### src/rtl/condicionador_botoes_pkg.sv
// Purpose: shared constants, FSM state encoding and one-hot helper for the button conditioner.
// Latency: n/a (declarations only).
// Backpressure: n/a.
package pacote_botoes;

    localparam int NUM_BOTOES = 7;

    // Debounce FSM states; the encoding is exported on db_estado.
    typedef enum logic [1:0] {
        SOLTO       = 2'd0,
        CONFIRMA    = 2'd1,
        PRESSIONADO = 2'd2,
        SOLTANDO    = 2'd3
    } estado_t;

    // True when exactly one bit of the vector is set.
    function automatic logic eh_one_hot(input logic [NUM_BOTOES-1:0] v);
        int n;
        n = 0;
        for (int i = 0; i < NUM_BOTOES; i++) begin
            n += int'(v[i]);
        end
        return (n == 1);
    endfunction

endpackage

### src/rtl/sincronizador_2ff.sv
// Purpose: two-flop synchronizer bringing asynchronous levels into the clock domain.
// Latency: 2 cycles from input to q.
// Backpressure: none; free-running level path.
// Ports: clock, reset_n (async active-low), d[WIDTH] async in, q[WIDTH] synchronized out.
module sincronizador_2ff #(
    parameter int WIDTH = 1
) (
    input  logic             clock,
    input  logic             reset_n,
    input  logic [WIDTH-1:0] d,
    output logic [WIDTH-1:0] q
);

    logic [WIDTH-1:0] s1_q;
    logic [WIDTH-1:0] s2_q;

    always_ff @(posedge clock or negedge reset_n) begin
        if (!reset_n) begin
            s1_q <= '0;
            s2_q <= '0;
        end else begin
            s1_q <= d;
            s2_q <= s1_q;
        end
    end

    assign q = s2_q;

endmodule

### src/rtl/condicionador_botoes.sv
// Purpose: synchronizes and debounces the 7 note buttons as one vector; flags single/multi presses.
// Latency: DEBOUNCE_CICLOS+2 cycles from a stable raw press/release to botoes.
// Backpressure: none; outputs are registered levels plus a one-cycle press pulse.
// Ports: clock, reset_n (async active-low), botoes_brutos[7] raw levels, habilita gates the pulse;
//        botoes[7] debounced one-hot vector, tem_botao, pulso_pressao, multiplos, db_estado[2].
module condicionador_botoes
    import pacote_botoes::*;
#(
    parameter int DEBOUNCE_CICLOS = 4
) (
    input  logic                  clock,
    input  logic                  reset_n,
    input  logic [NUM_BOTOES-1:0] botoes_brutos,
    input  logic                  habilita,
    output logic [NUM_BOTOES-1:0] botoes,
    output logic                  tem_botao,
    output logic                  pulso_pressao,
    output logic                  multiplos,
    output logic [1:0]            db_estado
);

    localparam int CW = $clog2(DEBOUNCE_CICLOS);
    localparam logic [CW-1:0] CNT_MAX = CW'(DEBOUNCE_CICLOS - 1);

    logic [NUM_BOTOES-1:0] s2;

    estado_t               estado_q,   estado_d;
    logic [NUM_BOTOES-1:0] candidato_q, candidato_d;
    logic [NUM_BOTOES-1:0] estavel_q,  estavel_d;
    logic [CW-1:0]         cnt_q,      cnt_d;
    logic                  pulso_q,    pulso_d;

    sincronizador_2ff #(
        .WIDTH (NUM_BOTOES)
    ) u_sinc (
        .clock   (clock),
        .reset_n (reset_n),
        .d       (botoes_brutos),
        .q       (s2)
    );

    always_comb begin
        estado_d    = estado_q;
        candidato_d = candidato_q;
        estavel_d   = estavel_q;
        cnt_d       = cnt_q;
        pulso_d     = 1'b0;   // pulse lives exactly one cycle

        case (estado_q)
            SOLTO: begin
                estavel_d = '0;
                if (s2 != '0) begin
                    candidato_d = s2;
                    cnt_d       = '0;
                    estado_d    = CONFIRMA;
                end
            end
            CONFIRMA: begin
                if (s2 == '0) begin
                    estado_d = SOLTO;
                end else if (s2 != candidato_q) begin
                    // Chord still settling: restart on the new pattern.
                    candidato_d = s2;
                    cnt_d       = '0;
                end else if (cnt_q == CNT_MAX) begin
                    estavel_d = candidato_q;
                    estado_d  = PRESSIONADO;
                    pulso_d   = eh_one_hot(candidato_q) && habilita;
                end else begin
                    cnt_d = cnt_q + CW'(1);
                end
            end
            PRESSIONADO: begin
                if (s2 != estavel_q) begin
                    cnt_d    = '0;
                    estado_d = SOLTANDO;
                end
            end
            SOLTANDO: begin
                if (s2 == estavel_q) begin
                    // Release glitch: return without a new pulse.
                    estado_d = PRESSIONADO;
                end else if (cnt_q == CNT_MAX) begin
                    estavel_d = '0;
                    if (s2 == '0) begin
                        estado_d = SOLTO;
                    end else begin
                        // Changed chord: the new pattern must confirm from scratch.
                        candidato_d = s2;
                        cnt_d       = '0;
                        estado_d    = CONFIRMA;
                    end
                end else begin
                    cnt_d = cnt_q + CW'(1);
                end
            end
            default: estado_d = SOLTO;
        endcase
    end

    always_ff @(posedge clock or negedge reset_n) begin
        if (!reset_n) begin
            estado_q    <= SOLTO;
            candidato_q <= '0;
            estavel_q   <= '0;
            cnt_q       <= '0;
            pulso_q     <= 1'b0;
        end else begin
            estado_q    <= estado_d;
            candidato_q <= candidato_d;
            estavel_q   <= estavel_d;
            cnt_q       <= cnt_d;
            pulso_q     <= pulso_d;
        end
    end

    // Output decode from registers only; multi-key chords never reach the datapath.
    assign botoes        = eh_one_hot(estavel_q) ? estavel_q : '0;
    assign tem_botao     = (estavel_q != '0);
    assign multiplos     = (estavel_q != '0) && !eh_one_hot(estavel_q);
    assign pulso_pressao = pulso_q;
    assign db_estado     = estado_q;

endmodule

### config.mk
export PLATFORM = sky130hd
export DESIGN_NAME = condicionador_botoes
export DESIGN_NICKNAME = d
export VERILOG_FILES = /design/src/rtl/condicionador_botoes_pkg.sv /design/src/rtl/sincronizador_2ff.sv /design/src/rtl/condicionador_botoes.sv
export SDC_FILE = /design/constraint.sdc
export NUM_CORES = 1
export LEC_CHECK = 0
export CELL_PAD_IN_SITES_DETAIL_PLACEMENT = 1
export CELL_PAD_IN_SITES_GLOBAL_PLACEMENT = 1
export CORE_MARGIN = 2
export CORE_UTILIZATION = 31
export DETAILED_ROUTE_END_ITERATION = 7
export PLACE_DENSITY = 0.71
export SLEW_MARGIN = 10
export SYNTH_ARGS = -nofsm -noshare
export SYNTH_HDL_FRONTEND = slang
export SYNTH_HIERARCHICAL = 1
export SYNTH_SLANG_ARGS = --single-unit
### constraint.sdc
create_clock -name clock -period 3.57 [get_ports clock]
set_input_delay 0.357 -clock clock [delete_from_list [all_inputs] [get_ports clock]]
set_output_delay 0.357 -clock clock [all_outputs]
set_load 0.1 [all_outputs]
After elaboration in Yosys (flattened, before gate mapping)
Index checks and enable logic that the tools add are counted.
{ "word_totals": {"register_bits": 33, "in_bits": 10, "out_inout_bits": 12, "wordCells": 91} }
{ "classes": {"add_sub_neg": 13, "eq_ne": 23, "muxes": 36, "n_reduce_logical": 12} }
{ "ops": {"columns": ["op", "n"], "rows": [
  ["7-bit 2-to-1 mux", 12],
  ["7-bit one-hot mux with 3 select lines", 2],
  ["2-bit 2-to-1 mux", 15],
  ["2-bit != test, second input constant", 9],
  ["2-bit one-hot mux with 4 select lines", 2],
  ["3-bit != test, second input constant", 5],
  ["6-bit by 1-bit adder with 7-bit output", 2],
  ["7-bit by 1-bit equality test with 1-bit output, second input constant", 2],
  ["7-bit != test", 2],
  ["7-bit nonzero test", 2],
  ["5-bit by 1-bit adder with 6-bit output", 2],
  ["6-bit AND reduction", 2],
  ["4-bit by 1-bit adder with 5-bit output", 2],
  ["3-bit by 1-bit adder with 4-bit output", 2],
  ["7-bit equality test", 1],
  ["7-bit logical NOT", 1],
  ["7-bit AND reduction", 1],
  ["2-bit by 1-bit adder with 3-bit output", 2],
  ["2-bit equality test, second input constant", 3],
  ["1-bit 2-to-1 mux", 5],
  ["5-bit AND reduction", 1],
  ["1-bit by 1-bit adder with 2-bit output", 2],
  ["3-bit nonzero test", 1],
  ["2-bit by 1-bit adder with 2-bit output, second input constant", 1],
  ["4 further kinds", 5]
]} }

Longest topological paths before layout
Gate-level depths: netlist of the first run.
{ "logic_depth": {"word_depth": 12, "depth_mapped": 8, "depth_no_buf": 8} }

Cells and area by module
The synthesis of the first run kept the hierarchy.
{ "by_module_without_submodules": {"columns": ["module", "instances", "cells_per_inst", "area_each_um2", "seq_area_each_um2"], "rows": [
  ["condicionador_botoes", 1, 118, 1286.2, 475.5],
  ["sincronizador_2ff", 1, 14, 350.3, 350.3]
]} }

Worst setup path before layout of the first run
Ideal clock, no wire load.
{ "synth_path": {"path_kind": "flip-flop to output port", "from": "register estavel_q[0]", "to": "output port botoes[0]", "t_arrival_ns": 4.460, "t_required_ns": 3.213, "setup_slack_ns": -1.247, "path_stages_with_launch": 8, "path_buffers": 0, "cell_sequence": "dfrtp_1 fa_1 inv_1 fa_1 fa_1 fa_1 nand2_1 nor3_1"} }
{ "synth_between": {"elab_chain_len": 8} }
{ "synth_lines": {"columns": ["item", "line", "rtl"], "rows": [
  ["start, declared", "condicionador_botoes.sv:29", "logic [NUM_BOTOES-1:0] estavel_q, estavel_d;"],
  ["start signal, assigned", "condicionador_botoes.sv:111", "estavel_q <= estavel_d;"],
  ["1-bit by 1-bit adder with 2-bit output", "condicionador_botoes_pkg.sv:21", "n += int'(v[i]);"],
  ["2-bit by 1-bit adder with 3-bit output", "condicionador_botoes_pkg.sv:21", null],
  ["3-bit by 1-bit adder with 4-bit output", "condicionador_botoes_pkg.sv:21", null],
  ["4-bit by 1-bit adder with 5-bit output", "condicionador_botoes_pkg.sv:21", null],
  ["5-bit by 1-bit adder with 6-bit output", "condicionador_botoes_pkg.sv:21", null],
  ["6-bit by 1-bit adder with 7-bit output", "condicionador_botoes_pkg.sv:21", null],
  ["7-bit by 1-bit equality test with 1-bit output", "condicionador_botoes_pkg.sv:23", "return (n == 1);"],
  ["7-bit 2-to-1 mux (*)", "condicionador_botoes.sv:118", "assign botoes = eh_one_hot(estavel_q) ? estavel_q : '0;"],
  ["end, declared", "condicionador_botoes.sv:15", "output logic [NUM_BOTOES-1:0] botoes,"]
]} }
Every way passes the cells marked *; elsewhere a longest branch is shown, timed or not.

Worst setup path after layout of the first run
Same ends and word-level chain as after synthesis.

==> results of run 1 <==
worst max-delay path by stage:
| stage | start | to | slack [ps] |
|---|---|---|---|
| after floorplan | estavel_q[0] | botoes[0] | -70 |
| after global placement | estavel_q[0] | botoes[3] | 140 |
| after detailed placement | estavel_q[0] | botoes[3] | 70 |
| after CTS | estavel_q[0] | botoes[2] | -50 |
| after global routing | estavel_q[0] | botoes[2] | -140 |
| final | estavel_q[0] | botoes[0] | -20 |
cells in the final DEF, fill, tap and decap left out, drive strengths merged:
cell / instances
nor4: 3
ha: 2
or4b: 1
a22o: 7
buf: 15
nor2: 4
inv: 19
nand2b: 2
nor2b: 2
clkinvlp: 1
and2: 1
clkbuf: 5
clkinv: 1
a221oi: 1
o21ai: 1
dfrtp: 33
clkdlybuf4s50: 12
nor3: 8
nand2: 4
fa: 8
nand4: 4
and3b: 1
bufinv: 1
mux2: 8
xnor2: 14
mux2i: 1
o31ai: 1
or4: 1
nand3: 2
a211oi: 1
o211ai: 1
o21bai: 2
repair_timing:
item,CTS,global route
endpoints found under the setup margin,8,8
buffers inserted,3,1
pin swaps,4,2
gates cloned,0,0
gates resized for setup,4,0
hold buffers,0,0
worst reg2reg max path, cell delays in order, from the launching register on:
cell and delay (ps):
dfrtp_1 450, inv_1 110, fa_1 560, fa_1 430
fa_1 380, inv_1 80, fa_1 400, or4b_2 690
nor3_1 160
cells in the mapped netlist:
| master | count | share of area (%) |
|---|---|---|
| nor4_4 | 1 | 1.3 |
| a221oi_2 | 1 | 0.92 |
| o21bai_4 | 1 | 1.1 |
| dfrtp_1 | 33 | 50 |
| inv_1 | 19 | 4.4 |
| nand3_1 | 2 | 0.61 |
| or4b_2 | 1 | 0.61 |
| nor3_1 | 8 | 2.4 |
| a211oi_2 | 1 | 0.76 |
| o21ai_0 | 1 | 0.31 |
| fa_1 | 8 | 9.8 |
| nand4_1 | 4 | 1.5 |
| nor4_1 | 2 | 0.76 |
| nor2_1 | 4 | 0.92 |
| nor2b_1 | 2 | 0.76 |
| mux2_2 | 8 | 5.5 |
| o31ai_1 | 1 | 0.46 |
| and3b_1 | 1 | 0.54 |
| or4_1 | 1 | 0.46 |
| nand2_1 | 4 | 0.92 |
| ha_1 | 2 | 1.5 |
| o21bai_1 | 1 | 0.46 |
| nand2b_1 | 2 | 0.76 |
| and2_1 | 1 | 0.38 |
| xnor2_1 | 14 | 7.5 |
| mux2i_1 | 1 | 0.61 |
| o211ai_1 | 1 | 0.46 |
| a22o_1 | 7 | 3.7 |
report_power, final:
part           switching (mW)  internal [mW]  total, mW  leakage (nW)
clock network           0.147          0.209      0.356        0.0543
logic                  0.0314         0.0338     0.0652         0.462
registers              0.0156          0.387      0.402         0.406
cell type report:
cell class | count | area (um^2)
clock buffer | 5 | 68.8
clock inverter | 3 | 46.3
fill | 536 | 2830
inverter | 19 | 71.3
multi-input combinational | 80 | 835
sequential | 33 | 827
tap | 70 | 87.6
timing repair buffer | 27 | 345
state kept, by name (all words and copies together), names as in the netlist:
register,count
u_sinc/q,7
candidato_q,7
estavel_q,7
cnt_q,2
pulso_pressao,1
db_estado,2
u_sinc/s1_q,7
logic make-up after synthesis:
kind of cell             after synthesis  share of synthesized area (%)
buffers and inverters                 19                           4.36
multiplexers                           9                           6.12
XOR/XNOR                              14                           7.49
AND/OR/NAND/NOR                       33                           12.0
AO/OA/AOI/OAI                         14                           8.26
adder cells (fa/ha/maj)               10                           11.3
flip-flops                            33                           50.5
metrics by stage:
| stage | power (mW) | TNS, ps | cell area, um^2 |
|---|---|---|---|
| floorplan | 0.441 | -92.2 | 1720 |
| global placement | 0.471 | 0 | 2110 |
| detailed placement | 0.478 | 0 | 2110 |
| CTS | 0.835 | -163 | 2270 |
| global route | 0.864 | -656 | 2280 |
| finish | 0.823 | -48.3 | 2280 |
layer usage:
layer  vias to the layer above  track usage, %
li1                        517               -
met1                       577            16.1
met2                        19            25.5
met3                         8            3.06
met4                         0            6.36
met5                         -               0
==> results.txt, run 1 <==
Outcome -> finished, violations left
Violated checks -> setup timing
Root buf cell -> clkbuf_8
Period utilization -> 101%
Cell mode on critical path -> fa_1
Final WS setup -> -23.1 ps
Top cell family by delay on the critical path -> adder cells
Hold Path Depth -> 0
Leak Pwr -> 0.922 nW
Iter 0 DRT Violations -> 50
Hold endpoint -> u_sinc/q[2]
Initial Util -> 32.0%
Vias in the first global route -> 1354
Hold Fails Final Rpt -> 0
Metal-1 WL -> 1.51 mm
WL met2 -> 1.97 mm
Crit path max fanout -> 5
RD Place Congestion -> 0.883
WS Path Type -> reg2out
CTS H-tree lvls -> 2
Diodes inserted -> 0
# IOs -> 22
CP Depth -> 9
Post-route ant nets -> 0
CTS buffer count -> 5
Pin count of the biggest net entering global routing -> 34
Mapped Cells -> 132
Clk sink count -> 33
Drt pass-1 iters -> 4
Met3 wire length -> 93 um
Worst r2r src -> candidato_q[0]
Flops & latches, synth -> 33
DR top layer -> met4
CTS tree -> built
Non-filler instance count after layout -> 237
Yosys warns -> 6
Startpoint Class -> register
Net Count, Synth -> 152
GRT overflow -> 0
Unrepaired setup endpoints after global routing -> yes
Total number of vias -> 1121
Post-synth cell types -> 28
Setup Slack @ Placement -> 73.7 ps
Die width -> 76.7 um
Critical Path AT -> 3240 ps
Critical path, cell by cell -> fa_1 -> inv_1 -> fa_1 -> fa_2 -> fa_1 -> nand2_4 -> buf_4 -> nor3_4 -> buf_12
HP Class -> reg2reg
Final setup violating endpoints -> 4
Via density -> 4.73
Sequential share of the synthesized area -> 50.5%
Reg-to-Reg End -> pulso_pressao
CTS clk-pin slew, worst paths -> 70 ps
Worst-Margin Slew -> 1090 ps
DR WL/cell -> 15.4 um
Dpl cells -> 225
Slew Viols, Final -> 0
Layout Nets -> 186
Die Ht -> 76.7 um
Max frequency -> 278 MHz
Smallest hold slack -> 352 ps
Final core occ -> 44.7%
Setup crit end kind -> output pin
Area delta synth->final -> 39.4%
Port-buffer cells -> 21
CP Buf/Inv Count -> 3
R2R cell count -> 8
Drt total wl -> 3.66 mm
Min cycle time layout -> 3590 ps
Synthesized area per cell -> 12.4 um^2
Clock buffer depth -> 2
DRC Markers -> 0
HPWL after DPL -> 2.90 mm
Power Density -> 361 mW/mm^2
Core area -> 0.00511 mm^2
Share of cells above drive strength 1 -> 28.7%
Worst path max stage delay -> 530 ps
Max-cap viol count -> 0
Worst ir drop on vdd -> 0.269 mV
Full die area -> 0.00588 mm^2
CP max stage cell -> fa_1
Synth Cell Area -> 0.00164 mm^2
Hold path startpoint -> u_sinc/s1_q[2]
Std-Cell Rows -> 26
R2r setup slk -> 230 ps
Initial antenna violation count -> 0
Clk_lat worst skew -> 290 ps
Slew headroom -> 26.5%
First-pass GRT wire length -> 6.60 mm
GR Util All Layers -> 14.2%
CP required -> 3210 ps
Clk_skew -> 2.52 ps
Power figures use the tool's default switching activity.
==> run 2: changes to the inputs <==
--- a/config.mk
+++ b/config.mk
@@ -9,9 +9,10 @@
 export CELL_PAD_IN_SITES_GLOBAL_PLACEMENT = 1
 export CORE_MARGIN = 2
 export CORE_UTILIZATION = 31
+export CTS_BUF_LIST = sky130_fd_sc_hd__clkbuf_4
 export DETAILED_ROUTE_END_ITERATION = 7
 export PLACE_DENSITY = 0.71
-export SLEW_MARGIN = 10
+export SLEW_MARGIN = 5
 export SYNTH_ARGS = -nofsm -noshare
 export SYNTH_HDL_FRONTEND = slang
 export SYNTH_HIERARCHICAL = 1
==> results.txt, run 2 (synthesis results as in run 1) <==
CP max stage cell -> fa_1
HP Class -> reg2reg
Power Total -> 0.753 mW
FILL cells -> 542
Violated checks -> setup timing
HPWL after DPL -> 2.90 mm
Drt pass-1 iters -> 4
Vias in the first global route -> 1360
DRC Markers -> 0
Post-route ant nets -> 0
Clk sink count -> 33
Most frequent cells in the layout -> 32 x dfrtp_1, 19 x inv_1, 14 x xnor2_1
Slew headroom -> 25.4%
Core area -> 0.00511 mm^2
WS Path Type -> reg2out
Via density -> 4.70
Full die area -> 0.00588 mm^2
Final WS setup -> -91.1 ps
Hold Path Depth -> 0
R2r setup slk -> 220 ps
Hold endpoint -> u_sinc/q[2]
Worst ir drop on vdd -> 0.254 mV
Die Ht -> 76.7 um
CTS buffer count -> 5
Outcome -> finished, violations left
Pin count of the biggest net entering global routing -> 34
Critical Path AT -> 3300 ps
Clk_lat worst skew -> 330 ps
# IOs -> 22
Slew Viols, Final -> 0
Total number of vias -> 1123
DR WL/cell -> 15.2 um
Period utilization -> 103%
Iter 0 DRT Violations -> 54
Cell mode on critical path -> fa_1
Worst path max stage delay -> 530 ps
Area delta synth->final -> 38.4%
Drt total wl -> 3.64 mm
Die width -> 76.7 um
Worst r2r src -> candidato_q[0]
CP required -> 3210 ps
Max frequency -> 273 MHz
Startpoint Class -> register
Setup crit end kind -> output pin
Max-cap viol count -> 0
Clock buffer depth -> 2
Root buf cell -> clkbuf_4
Most common cell after layout, fill and taps aside -> dfrtp_1
CTS tree -> built
R2R cell count -> 8
RD Place Congestion -> 0.883
Reg-to-Reg End -> pulso_pressao
Initial antenna violation count -> 0
Critical path, cell by cell -> fa_1 -> inv_1 -> fa_1 -> fa_2 -> fa_1 -> nand2_4 -> buf_4 -> nor3_4 -> buf_12
Final core occ -> 44.3%
Final setup violating endpoints -> 7
GRT overflow -> 0
Port-buffer cells -> 21
Setup crit start -> estavel_q[0]
First-pass GRT wire length -> 6.64 mm
CTS H-tree lvls -> 2
Initial Util -> 32.0%
GR Util All Layers -> 14.2%
Hold Fails Final Rpt -> 0
Setup_tns -> -441 ps
Area post-placement -> 0.00211 mm^2
Std-Cell Rows -> 26
Hold-fix buffers, CTS -> 0
CTS clk-pin slew, worst paths -> 110 ps
Diodes inserted -> 0
Share of cells above drive strength 1 -> 29.6%
Hold path startpoint -> u_sinc/s1_q[2]
Power Density -> 332 mW/mm^2
Unrepaired setup endpoints after global routing -> yes
Post-route cell area -> 0.00226 mm^2
Layout Nets -> 188
Worst-Margin Slew -> 1110 ps
Clk_skew -> 6.19 ps
Min cycle time layout -> 3660 ps
Leak Pwr -> 0.920 nW
Crit path max fanout -> 5
run 2: cell types whose count changed in the layout (fill, tap and decap cells not counted), sizes merged:
cell  delta
buf      +2
run 2: stage by stage:
step	cells	hold slack, ps	worst slack, ps
after global routing	239	381	-207
after detailed placement	225	336	73.7
after floorplan	132	61.4	-70.1
final	239	359	-91.1
after CTS	239	364	-107
after global placement	225	333	139
run 2: how the worst max path moves through the flow:
stage	endpoint	slack, ps	depth (start not counted)
CTS	botoes[4]	-110	9
finish	botoes[6]	-90	9
global placement	botoes[3]	140	9
detailed placement	botoes[3]	70	9
floorplan	botoes[0]	-70	7
global route	botoes[6]	-210	9
run 2: final cells by class:
| type | count | area [um^2] | area share (%) |
|---|---|---|---|
| clock inverter | 3 | 46.3 | 2.04 |
| multi-input combinational | 80 | 835 | 36.9 |
| timing repair buffer | 29 | 360 | 15.9 |
| sequential | 33 | 827 | 36.5 |
| inverter | 19 | 71.3 | 3.15 |
| tap | 70 | 87.6 | 3.87 |
| clock buffer | 5 | 37.5 | 1.66 |
run 2: worst max-delay path: cells and delay by family (launching register included):
| family | cells | cell delay (ps) |
|---|---|---|
| adder cells (fa/ha/maj) | 4 | 1860 |
| AND/OR/NAND/NOR | 2 | 270 |
| buffers and inverters | 3 | 400 |
| flip-flops | 1 | 430 |
run 2: what timing repair did:
item / 4_1_cts / 5_1_grt
endpoints found under the setup margin: 8 / 8
hold endpoints to repair: 0 / 0
gates resized for setup: 4 / 0
pin swaps: 6 / 1
setup buffers: 6 / 0
run 2: metal layers:
layer / track usage (%) / up-vias / share of wire (%)
li1: - / 521 / -
met1: 16.4 / 576 / 42
met2: 26.0 / 22 / 54
met3: 2.94 / 4 / 2.7
met4: 4.91 / 0 / 1.5
met5: 0 / - / 0
run 2: power breakdown:
part	switching (mW)	leakage (nW)	internal [mW]	total (mW)
clock network	0.137	0.0414	0.148	0.285
logic	0.0314	0.473	0.0339	0.0654
registers	0.0158	0.406	0.386	0.402
total	0.184	0.920	0.569	0.753
